[config.mk]
export PLATFORM = sky130hd
export DESIGN_NAME = i2s_tx_multi
export DESIGN_NICKNAME = d
export VERILOG_FILES = /design/src/rtl/i2s_tx_multi.sv
export SDC_FILE = /design/constraint.sdc
export NUM_CORES = 1
export LEC_CHECK = 0
export CAP_MARGIN = 20
export CORE_ASPECT_RATIO = 0.6
export CORE_MARGIN = 2
export CORE_UTILIZATION = 35
export CTS_BUF_LIST = sky130_fd_sc_hd__clkbuf_8
export DETAILED_ROUTE_END_ITERATION = 12
export HOLD_SLACK_MARGIN = 0.02
export PLACE_DENSITY = 0.62
export SYNTH_ARGS = -nofsm -noshare
export SYNTH_HDL_FRONTEND = slang
export SYNTH_SLANG_ARGS = --single-unit
[constraint.sdc]
create_clock -name clk -period 7.2 [get_ports clk]
set_input_delay 0.72 -clock clk [delete_from_list [all_inputs] [get_ports clk]]
set_output_delay 0.72 -clock clk [all_outputs]
set_load 0.02 [all_outputs]
[src/rtl/i2s_tx_multi.sv]
// Parametrised I2S / left-justified / TDM serial audio transmitter.
// One-frame holding register with valid/ready intake and underrun reporting.
module i2s_tx_multi #(
  parameter int SAMPLE_W = 16,
  parameter int SLOT_W   = 16,
  parameter int NUM_CH   = 2,
  parameter int PRESC_W  = 8
) (
  input  logic                         clk,
  input  logic                         reset_n,
  input  logic [PRESC_W-1:0]           prescaler,
  input  logic [1:0]                   mode,
  input  logic                         enable,
  input  logic [NUM_CH*SAMPLE_W-1:0]   sample_in,
  input  logic                         sample_valid,
  output logic                         sample_ready,
  output logic                         sclk,
  output logic                         lrclk,
  output logic                         sdata,
  output logic                         frame_start,
  output logic                         underrun
);

  localparam int F  = NUM_CH * SLOT_W;
  localparam int BW = $clog2(F);
  localparam logic [BW-1:0] LAST_BIT = BW'(F - 1);
  localparam logic [BW-1:0] HALF_BIT = BW'(F / 2);

  logic [PRESC_W-1:0]         pc_q, pc_d, p_q, p_d, p_new;
  logic [BW-1:0]              bit_q, bit_d, bit_nxt;
  logic                       sclk_q, sclk_d, lrclk_q, lrclk_d, en_q, en_d;
  logic [F-1:0]               shift_q, shift_d, frame_word;
  logic [NUM_CH*SAMPLE_W-1:0] hold_q, hold_d;
  logic                       sample_ready_q, sample_ready_d;
  logic                       frame_start_q, frame_start_d, underrun_q, underrun_d;
  logic                       tick, fall_tick, start, wrap, load;
  logic [SLOT_W-1:0]          slot;

  // Word-select level while bit idx is on the wire; I2S leads LJ by one bit.
  function automatic logic lr_at(input logic [1:0] m, input logic [BW-1:0] idx);
    logic [BW-1:0] nxt;
    nxt = (idx == LAST_BIT) ? '0 : idx + 1'b1;
    case (m)
      2'b01:   return idx >= HALF_BIT;
      2'b10:   return idx == '0;
      default: return nxt >= HALF_BIT;
    endcase
  endfunction

  always_comb begin
    frame_word = '0;
    slot       = '0;
    for (int ch = 0; ch < NUM_CH; ch++) begin
      slot = '0;
      slot[SLOT_W-1 -: SAMPLE_W] = hold_q[(NUM_CH-1-ch)*SAMPLE_W +: SAMPLE_W];
      frame_word[(NUM_CH-1-ch)*SLOT_W +: SLOT_W] = slot;
    end
  end

  always_comb begin
    p_new     = (prescaler == '0) ? PRESC_W'(1) : prescaler;
    tick      = (pc_q == p_q - 1'b1);
    fall_tick = en_q && tick && sclk_q;
    start     = enable && !en_q;
    wrap      = enable && fall_tick && (bit_q == LAST_BIT);
    load      = start || wrap;
    bit_nxt   = bit_q + 1'b1;

    pc_d           = pc_q;
    p_d            = p_q;
    bit_d          = bit_q;
    sclk_d         = sclk_q;
    lrclk_d        = lrclk_q;
    shift_d        = shift_q;
    hold_d         = hold_q;
    sample_ready_d = sample_ready_q;
    en_d           = enable;
    frame_start_d  = 1'b0;
    underrun_d     = 1'b0;

    if (!enable) begin
      pc_d    = '0;
      bit_d   = '0;
      sclk_d  = 1'b0;
      lrclk_d = 1'b0;
      shift_d = '0;
    end else if (load) begin
      pc_d          = '0;
      bit_d         = '0;
      sclk_d        = 1'b0;
      p_d           = p_new;
      shift_d       = sample_ready_q ? '0 : frame_word;
      lrclk_d       = lr_at(mode, '0);
      frame_start_d = 1'b1;
      underrun_d    = sample_ready_q;
    end else if (tick) begin
      pc_d   = '0;
      sclk_d = !sclk_q;
      if (sclk_q) begin
        bit_d   = bit_nxt;
        shift_d = shift_q << 1;
        lrclk_d = lr_at(mode, bit_nxt);
      end
    end else begin
      pc_d = pc_q + 1'b1;
    end

    // Handshake: a word moves when sample_valid && sample_ready at a clk edge;
    // sample_ready is low exactly while the holding register is full.
    if (load && !sample_ready_q) sample_ready_d = 1'b1;
    if (sample_valid && sample_ready_q) begin
      hold_d         = sample_in;
      sample_ready_d = 1'b0;
    end
  end

  always_ff @(posedge clk or negedge reset_n) begin
    if (!reset_n) begin
      pc_q           <= '0;
      p_q            <= PRESC_W'(1);
      bit_q          <= '0;
      sclk_q         <= 1'b0;
      lrclk_q        <= 1'b0;
      en_q           <= 1'b0;
      shift_q        <= '0;
      hold_q         <= '0;
      sample_ready_q <= 1'b1;
      frame_start_q  <= 1'b0;
      underrun_q     <= 1'b0;
    end else begin
      pc_q           <= pc_d;
      p_q            <= p_d;
      bit_q          <= bit_d;
      sclk_q         <= sclk_d;
      lrclk_q        <= lrclk_d;
      en_q           <= en_d;
      shift_q        <= shift_d;
      hold_q         <= hold_d;
      sample_ready_q <= sample_ready_d;
      frame_start_q  <= frame_start_d;
      underrun_q     <= underrun_d;
    end
  end

  assign sample_ready = sample_ready_q;
  assign sclk         = sclk_q;
  assign lrclk        = lrclk_q;
  assign sdata        = shift_q[F-1];
  assign frame_start  = frame_start_q;
  assign underrun     = underrun_q;

endmodule

# --- Word-level counts from Yosys, hierarchy flattened ---
# Index checks and enable logic that the tools add are counted.
word_totals:
  word_cells: 69
  input_bits: 46
  ff_bits: 91
classes:
  addsub: 4
  magnitude_cmp: 2
  reduce_logical: 16
  mux: 29
  n_eq_ne: 7
ops:
  columns: ["operator", "n"]
  rows:
  - ["2-to-1 mux 32 bit", 5]
  - ["2-to-1 mux 8 bit", 4]
  - ["2-to-1 mux 5 bit", 5]
  - ["2-to-1 mux 1 bit", 14]
  - ["adder 5 x 1 -> 5 bit, second input constant", 2]
  - ["equality test 5 bit, second input constant", 2]
  - [">= comparator 5 bit, second input constant", 2]
  - ["adder 8 x 1 -> 8 bit, second input constant", 1]
  - ["equality test 8 bit", 1]
  - ["logical NOT 8 bit", 1]
  - ["subtractor 8 x 1 -> 8 bit, second input constant", 1]
  - ["logical AND 1 bit", 7]
  - ["!= test 3 x 1 -> 1 bit, second input constant", 2]
  - ["logical NOT 5 bit", 1]
  - ["AND reduction 2 bit", 2]
  - ["logical NOT 1 bit", 3]
  - ["equality test 2 x 1 -> 1 bit, second input constant", 1]
  - ["equality test 2 bit, second input constant", 1]
  - ["one-hot mux 1 bit (2 select lines)", 1]
  - ["nonzero test 2 bit", 1]
  - ["logical OR 1 bit", 1]

# --- Logic depth before layout (Yosys ltp) ---
# Gate-level depths: netlist of the first run.
logic_depth:
  word_depth: 10
  depth_mapped: 10

# --- Worst setup path before layout of the first run ---
# No wires, ideal clock.
synth_path:
  path_type: "flip-flop to flip-flop"
  from: "reg p_q[0]"
  to: "reg p_q[2]"
  arrival_time_ns: 2.285
  slack_ns: 4.789
  setup_time_ns: 0.125
  period_less_slack_ns: 2.411
  path_stages_with_launch: 11
  path_cell_list: "dfstp_2 -> inv_1 -> ha_1 -> nor3b_1 -> nor4b_1 -> a311o_1 -> o2111a_2 -> o21ai_2 -> inv_2 -> buf_6 -> mux2_4"
synth_between:
  elab_chain_len: 8
synth_rtl:
  columns: ["element", "line", "text"]
  rows:
  - ["start: declaration", "29", "logic [PRESC_W-1:0] pc_q, pc_d, p_q, p_d, p_new;"]
  - ["start signal: assignment", "132", "p_q <= p_d;"]
  - ["subtractor 8 x 1 -> 8 bit", "62", "tick = (pc_q == p_q - 1'b1);"]
  - ["equality test 8 bit", "62", null]
  - ["logical AND 1 bit (2 in series)", "63", "fall_tick = en_q && tick && sclk_q;"]
  - ["logical AND 1 bit (2 in series)", "65", "wrap = enable && fall_tick && (bit_q == LAST_BIT);"]
  - ["logical OR 1 bit", "66", "load = start || wrap;"]
  - ["AND reduction 2 bit (no source line)", null, null]
# Every way passes these cells.
# A chain may end at the register's enable or synchronous reset.

# --- Worst setup path in the final report of the first run ---
layout_path:
  from: "reg p_q[1]"
  to: "reg p_q[1]"
# Same word-level chain as after synthesis.

==> qor.yml, run 1 <==
power_and_ir_drop:
  powerDensity_nw_per_um2: 203.8
  peakVddDrop_uv: 90.88
  p_leak_nw: 2.204
  total_power_mw: 1.144
layout:
  synthToLayoutAreaGrowth_pct: 18.53
  diodes: 0
  multi_input_area_um2: 2265
  drive_gt1_frac: 0.1546
  final_core_util: 0.4313
  seq_area_um2: 2280
  nets: 533
  n_fill_cell: 1223
worst_setup_path:
  critPathArrivalTime_ps: 3480
  worstPathRequired_ps: 7450
  cp-end-kind: "register"
  path_buf_inv: 2
  path_class: "reg2reg"
  critPathLaunchType: "register"
  critPathMaxStageDelay_ps: 730
  crit_family: "compound AO/OA/AOI/OAI gates"
  crit_chain: "inv_1 -> ha_1 -> nor3b_1 -> a22oi_1 -> nor4b_4 -> o2111a_2 -> o21ai_2 -> inv_2 -> mux2_2"
  cp_max_fo: 33
  slowest_stage: "o2111a_2"
synth:
  syn_inst: 448
  avgSynthCellArea_um2: 10.57
  synth_xor_area_frac: 0.03145
  ys_seq_area_frac: 0.4815
  synth-main-ff-cell: "dfrtp_1"
  synthTopCellsByArea: "dfrtp_1, mux2_2, nand3_1"
  yosysWarningCount: 0
  synth_edf_count: 0
  synth_simple_gate_area_share: 0.1440
  synthAdderAreaFrac: 0.01850
  synthArstFlopShare: 1.000
  synth_top_family_by_area: "compound AO/OA/AOI/OAI gates"
  ys_seq_elements: 91
  synth_cell_types: 57
  netlist.area_leader.share: 0.4704
  synth_nets: 501
  synth_compound_area_frac: 0.1808
  syn_area_um2: 4735
  synth_top_area_cell: "dfrtp_1"
  synth.area.mux_share: 0.1017
cts:
  cts_resized: 0
  cts_buffer_depth: 2
  cts_max_level: 3
  ctsHoldBuffers: 0
  cts_buffers: 9
  clock_latency_ps: 360
  clock-sinks: 91
  path_clk_slew_ps: 90
  cts_setup_buffers: 0
  clock-root-buffer: "clkbuf_8"
  cts_tree: "yes"
timing:
  fin_crit_ps: 3232
  post-route-period-util: 0.4489
  rsz0062_at_grt: "false"
  worst_pin_slew_ps: 1034
  slew_viol_final: 0
  fmax_mhz: 309.4
  finClkSkew_ps: 12.61
  fin_hold_ws_ps: 130.3
  setup_tns_ps: 0
  hold_viol: 0
  max_slew_margin: 0.3094
  setup_viol: 0
status:
  outcome: "completed"
drt:
  routed-via-count: 3757
  drt_iter0_markers: 354
  routed_via_density: 5.736
  ant_nets: 0
  routed_wirelength_um: 11540
  drc: 0
  first_pass_iters: 5
  wl_per_cell_um: 17.62
placed_design:
  port_buffers: 51
  dpl.hpwl_um: 7383
  place.gp.congestion: 0.7255
grt:
  grt_max_degree: 90
  grt_pass1_vias: 3624
  grt_first_pass_wirelength_um: 19260
  antenna_found_initial: 0
  grt-ovfl-total: 0
  track_usage: 0.1654
worst_hold_path:
  worstHoldPathType: "in2async"
floorplanning:
  dieArea_um2: 14500
  rows: 32
  io_pins: 52
  die_y_um: 94.09
  die_x_um: 154.2
  core_um2: 13010
  initial_core_util: 0.3638
job:
  max_cap_violations: 0
==> cells in the mapped netlist, types with 2 or more instances <==
cell type,count
dfrtp_1,89
nand3_1,66
mux2_2,33
clkbuf_1,31
o31ai_1,31
a31oi_1,30
o211ai_1,30
nor2_1,14
nand2_1,10
xnor2_1,10
a21oi_1,7
ha_1,7
xor2_1,7
inv_1,6
mux2_4,6
and2_1,4
and3_1,4
nand2b_1,4
nor2b_1,4
o21ai_0,4
or3_1,4
buf_1,3
buf_2,3
nor3_1,3
buf_4,2
dfstp_2,2
inv_2,2
mux2i_1,2
nor4_1,2
==> power breakdown <==
| part | internal (mW) | leakage (nW) | switching [mW] |
|---|---|---|---|
| sequential | 0.569 | 1.17 | 0.0494 |
| clock | 0.155 | 0.104 | 0.180 |
| combinational | 0.106 | 0.929 | 0.0840 |
| total | 0.831 | 2.20 | 0.313 |
==> state kept, by name, summed over array words and instances (netlist names) <==
register	cells
bit_q	5
en_q	1
frame_start	1
frame_word	32
lrclk	1
p_q	8
pc_q	8
sample_ready	1
sclk	1
shift_q	32
underrun	1
==> routing by layer <==
metal / share of wire / wire length [um] / track usage / vias up
met5: 0 / 0 / 0 / -
met4: 0.0096 / 111 / 0.03738 / 0
met3: 0.058 / 670 / 0.04059 / 12
met2: 0.42 / 4883 / 0.2384 / 133
met1: 0.51 / 5879 / 0.2482 / 1849
li1: - / - / - / 1763
==> path summary, 6_finish.rpt <==
check	from	cells after the start	slack [ps]	to
max	p_q[1]	9	3970	p_q[1]
min	reset_n	1	130	p_q[2]
max reg2reg	p_q[1]	9	3970	p_q[1]
min reg2reg	frame_word[0]	1	500	frame_word[0]
max in group asynchronous	reset_n	3	6170	sample_ready
min in group clk	frame_word[0]	1	500	frame_word[0]
==> worst register-to-register path: stages (launching register included) <==
cell and delay, ps:
dfrtp_1 430, inv_1 70, ha_1 170, nor3b_1 350, a22oi_1 190, nor4b_4 410
o2111a_2 730, o21ai_2 120, inv_2 280, mux2_2 380
==> cells in the final DEF (no fill, tap or decap), types with 6 or more instances in the layout <==
cell,n
clkbuf_8,9
mux2_4,6
nand3_1,66
o31ai_1,31
a21oi_1,7
mux2_2,33
xor2_1,7
clkdlybuf4s50_1,50
ha_1,7
dfrtp_1,89
nor2_1,14
buf_4,8
o211ai_1,30
xnor2_1,10
a31oi_1,30
nand2_1,10
inv_1,10
==> cell type report <==
cell class,count,share of cell area
clock inverters,7,0.01026
flip-flops and latches,91,0.4062
repair buffers,61,0.1146
inverters,8,0.005351
multi-input cells,309,0.4036
clock buffers,9,0.02207
well taps,170,0.03790
==> cell families after synthesis <==
logic type,after synthesis
buffers and inverters,48
AO/OA/AOI/OAI,118
XOR/XNOR,17
AND/OR/NAND/NOR,126
multiplexers,41
flip-flops,91
adder cells (fa/ha/maj),7
==> through the flow <==
step | cell area, um2 | cells | setup slack (ps)
6_report | 5612 | 655 | 3968
5_1_grt | 5612 | 655 | 3689
4_1_cts | 5557 | 653 | 3958
3_5_place_dp | 5375 | 637 | 3965
3_3_place_gp | 5348 | 636 | 4057
2_1_floorplan | 4735 | 448 | 4789
No activity file was read; power rests on OpenSTA's default activity.
==> inputs of run 2 (changes only) <==
- clock period: 7.2 -> 3.22 ns (I/O delays scaled with it)
==> qor.yml, run 2 (synthesized netlist as in run 1, its figures left out) <==
cts:
  cts_max_level: 3  # unchanged
  cts_buffers: 9  # unchanged
  cts_buffer_depth: 2  # unchanged
  cts_resized: 0  # unchanged
  cts_tree: "yes"  # unchanged
  clock-sinks: 91  # unchanged
  cts_setup_buffers: 0  # unchanged
  clock_latency_ps: 370  # was 360 ps
  clock-root-buffer: "clkbuf_8"  # unchanged
  path_clk_slew_ps: 100  # was 90 ps
drt:
  routed-via-count: 3785  # was 3,757
  routed_via_density: 5.752  # was 5.736
  ant_nets: 0  # unchanged
  wl_per_cell_um: 17.48  # was 17.62 um
  first_pass_iters: 4  # was 5
  drt_iter0_markers: 392  # was 354
  routed_wirelength_um: 11510  # was 11,540 um
  drc: 0  # unchanged
placed_design:
  port_buffers: 51  # unchanged
  preCtsSetupSlack_ps: 386.3  # was 3965 ps
  place.gp.congestion: 0.7437  # was 0.7255
  dpl.hpwl_um: 7388  # was 7383 um
timing:
  hold_viol: 0  # unchanged
  setup_viol: 0  # unchanged
  fmax_mhz: 349.9  # was 309.4 MHz
  max_slew_margin: 0.5086  # was 0.3094
  fin_crit_ps: 2858  # was 3232 ps
  post-route-period-util: 0.8876  # was 0.4489
  finClkSkew_ps: 9.444  # was 12.61 ps
  fin_ws_ps: 362.0  # was 3968 ps
  slew_viol_final: 0  # unchanged
  setup_tns_ps: 0  # unchanged
  rsz0062_at_grt: "false"  # unchanged
  worst_pin_slew_ps: 737.1  # was 1034 ps
floorplanning:
  dieArea_um2: 14500  # unchanged
  initial_core_util: 0.3638  # unchanged
  die_x_um: 154.2  # unchanged
  core_um2: 13010  # unchanged
  rows: 32  # unchanged
  die_y_um: 94.09  # unchanged
  io_pins: 52  # unchanged
power_and_ir_drop:
  switchingPower_mw: 0.7227  # was 0.3130 mW
  p_int_mw: 2.101  # was 0.8308 mW
  seq_power_share: 0.488  # was 0.541
  sw_frac_of_total: 0.2559  # was 0.2736
  powerDensity_nw_per_um2: 496.7  # was 203.8 nW/um2
  clkPwrFrac: 0.362  # was 0.293
  pwr-share-comb: 0.150  # was 0.166
  p_leak_nw: 2.233  # was 2.204 nW
  peakVddDrop_uv: 266.5  # was 90.88 uV
worst_hold_path:
  worstHoldPathType: "reg2reg"  # was in2async
worst_setup_path:
  critPathLaunchType: "register"  # unchanged
  critPathArrivalTime_ps: 3120  # was 3480 ps
  path_class: "reg2reg"  # unchanged
  worstPathRequired_ps: 3480  # was 7450 ps
  cp-end-kind: "register"  # unchanged
  cp_max_fo: 12  # was 33
  r2r_slack_ps: 360  # was 3970 ps
layout:
  final_cell_mix: "dfrtp_1, nand3_1, clkdlybuf4s50_1"  # unchanged
  layout.cells.most_common: "dfrtp_1"  # unchanged
  diodes: 0  # unchanged
  nets: 536  # was 533
  drive_gt1_frac: 0.1639  # was 0.1546
  synthToLayoutAreaGrowth_pct: 20.06  # was 18.53%
grt:
  antenna_found_initial: 0  # unchanged
  track_usage: 0.1672  # was 0.1654
  grt_first_pass_wirelength_um: 19450  # was 19,260 um
  grt-ovfl-total: 0  # unchanged
  grt_pass1_vias: 3728  # was 3,624
  grt_max_degree: 92  # was 90
status:
  outcome: "completed"  # unchanged
job:
  max_cap_violations: 0  # unchanged
[run 2: cell types whose count changed in the layout (fill, tap and decap cells not counted)]
cell           before  now
dlygate4sd3_1       0    1
clkinv_2            1    0
inv_1              10    7
buf_16              3    0
inv_6               0    1
bufinv_16           1    4
buf_12              0    2
buf_4               8   11
[run 2: timing repair]
action / CTS / global route
setup endpoints to repair: 0 / 0
hold buffers: 1 / 0
hold endpoints to repair: 43 / 0
[run 2: worst paths after layout]
kind / start / end / cells after the start
worst max-delay path: p_q[1] / p_q[1] / 9
max in group asynchronous: reset_n / frame_word[14] / 3
worst min-delay path: frame_word[0] / frame_word[0] / 1
worst min register to register: frame_word[0] / frame_word[0] / 1
min in group asynchronous: reset_n / p_q[3] / 3
worst max register to register: p_q[1] / p_q[1] / 9
[run 2: stage by stage]
| step | area (um2) | cells | hold WS [ps] | power [mW] | utilization |
|---|---|---|---|---|---|
| 3_3_place_gp | 5410 | 641 | 408.1 | 1.810 | 0.4158 |
| 2_1_floorplan | 4735 | 448 | 26.41 | 1.638 | - |
| 5_1_grt | 5684 | 658 | 522.6 | 2.957 | 0.4368 |
| 4_1_cts | 5684 | 658 | 508.5 | 2.852 | 0.4368 |
| 6_report | 5684 | 658 | 507.4 | 2.824 | 0.4368 |
| 3_5_place_dp | 5410 | 641 | 414.3 | 1.823 | 0.4158 |
[run 2: final cells by class]
class | instances | area, um2
inverter | 8 | 30.03
multi-input combinational | 309 | 2265
clock inverter | 7 | 140.1
sequential | 91 | 2280
tap | 170 | 212.7
fill | 1227 | 7328
timing repair buffer | 64 | 633.1
clock buffer | 9 | 123.9
[run 2: power by group through the flow]
stage / clock, mW / combinational (mW) / sequential [mW]
6_report: 1.02 / 0.422 / 1.38
3_3_place_gp: 0 / 0.410 / 1.40
4_1_cts: 1.05 / 0.428 / 1.38
2_1_floorplan: 0 / 0.281 / 1.36
5_1_grt: 1.09 / 0.467 / 1.40
3_5_place_dp: 0 / 0.425 / 1.40
[run 2: critical path, cell delays in order, from the launching register on]
cell and delay (ps):
dfrtp_1 430, inv_1 70, ha_1 170, nor3b_1 300, a22oi_1 180, nor4b_4 420
o2111a_2 440, o21ai_2 90, inv_2 260, mux2_2 370
[run 2: metal layers]
metal / share of wire / global-route usage / vias up
li1: - / - / 1764
met1: 0.52 / 0.2459 / 1891
met2: 0.43 / 0.2500 / 118
met3: 0.050 / 0.04013 / 12
met4: 0.0068 / 0.03349 / 0
met5: 0 / 0 / -
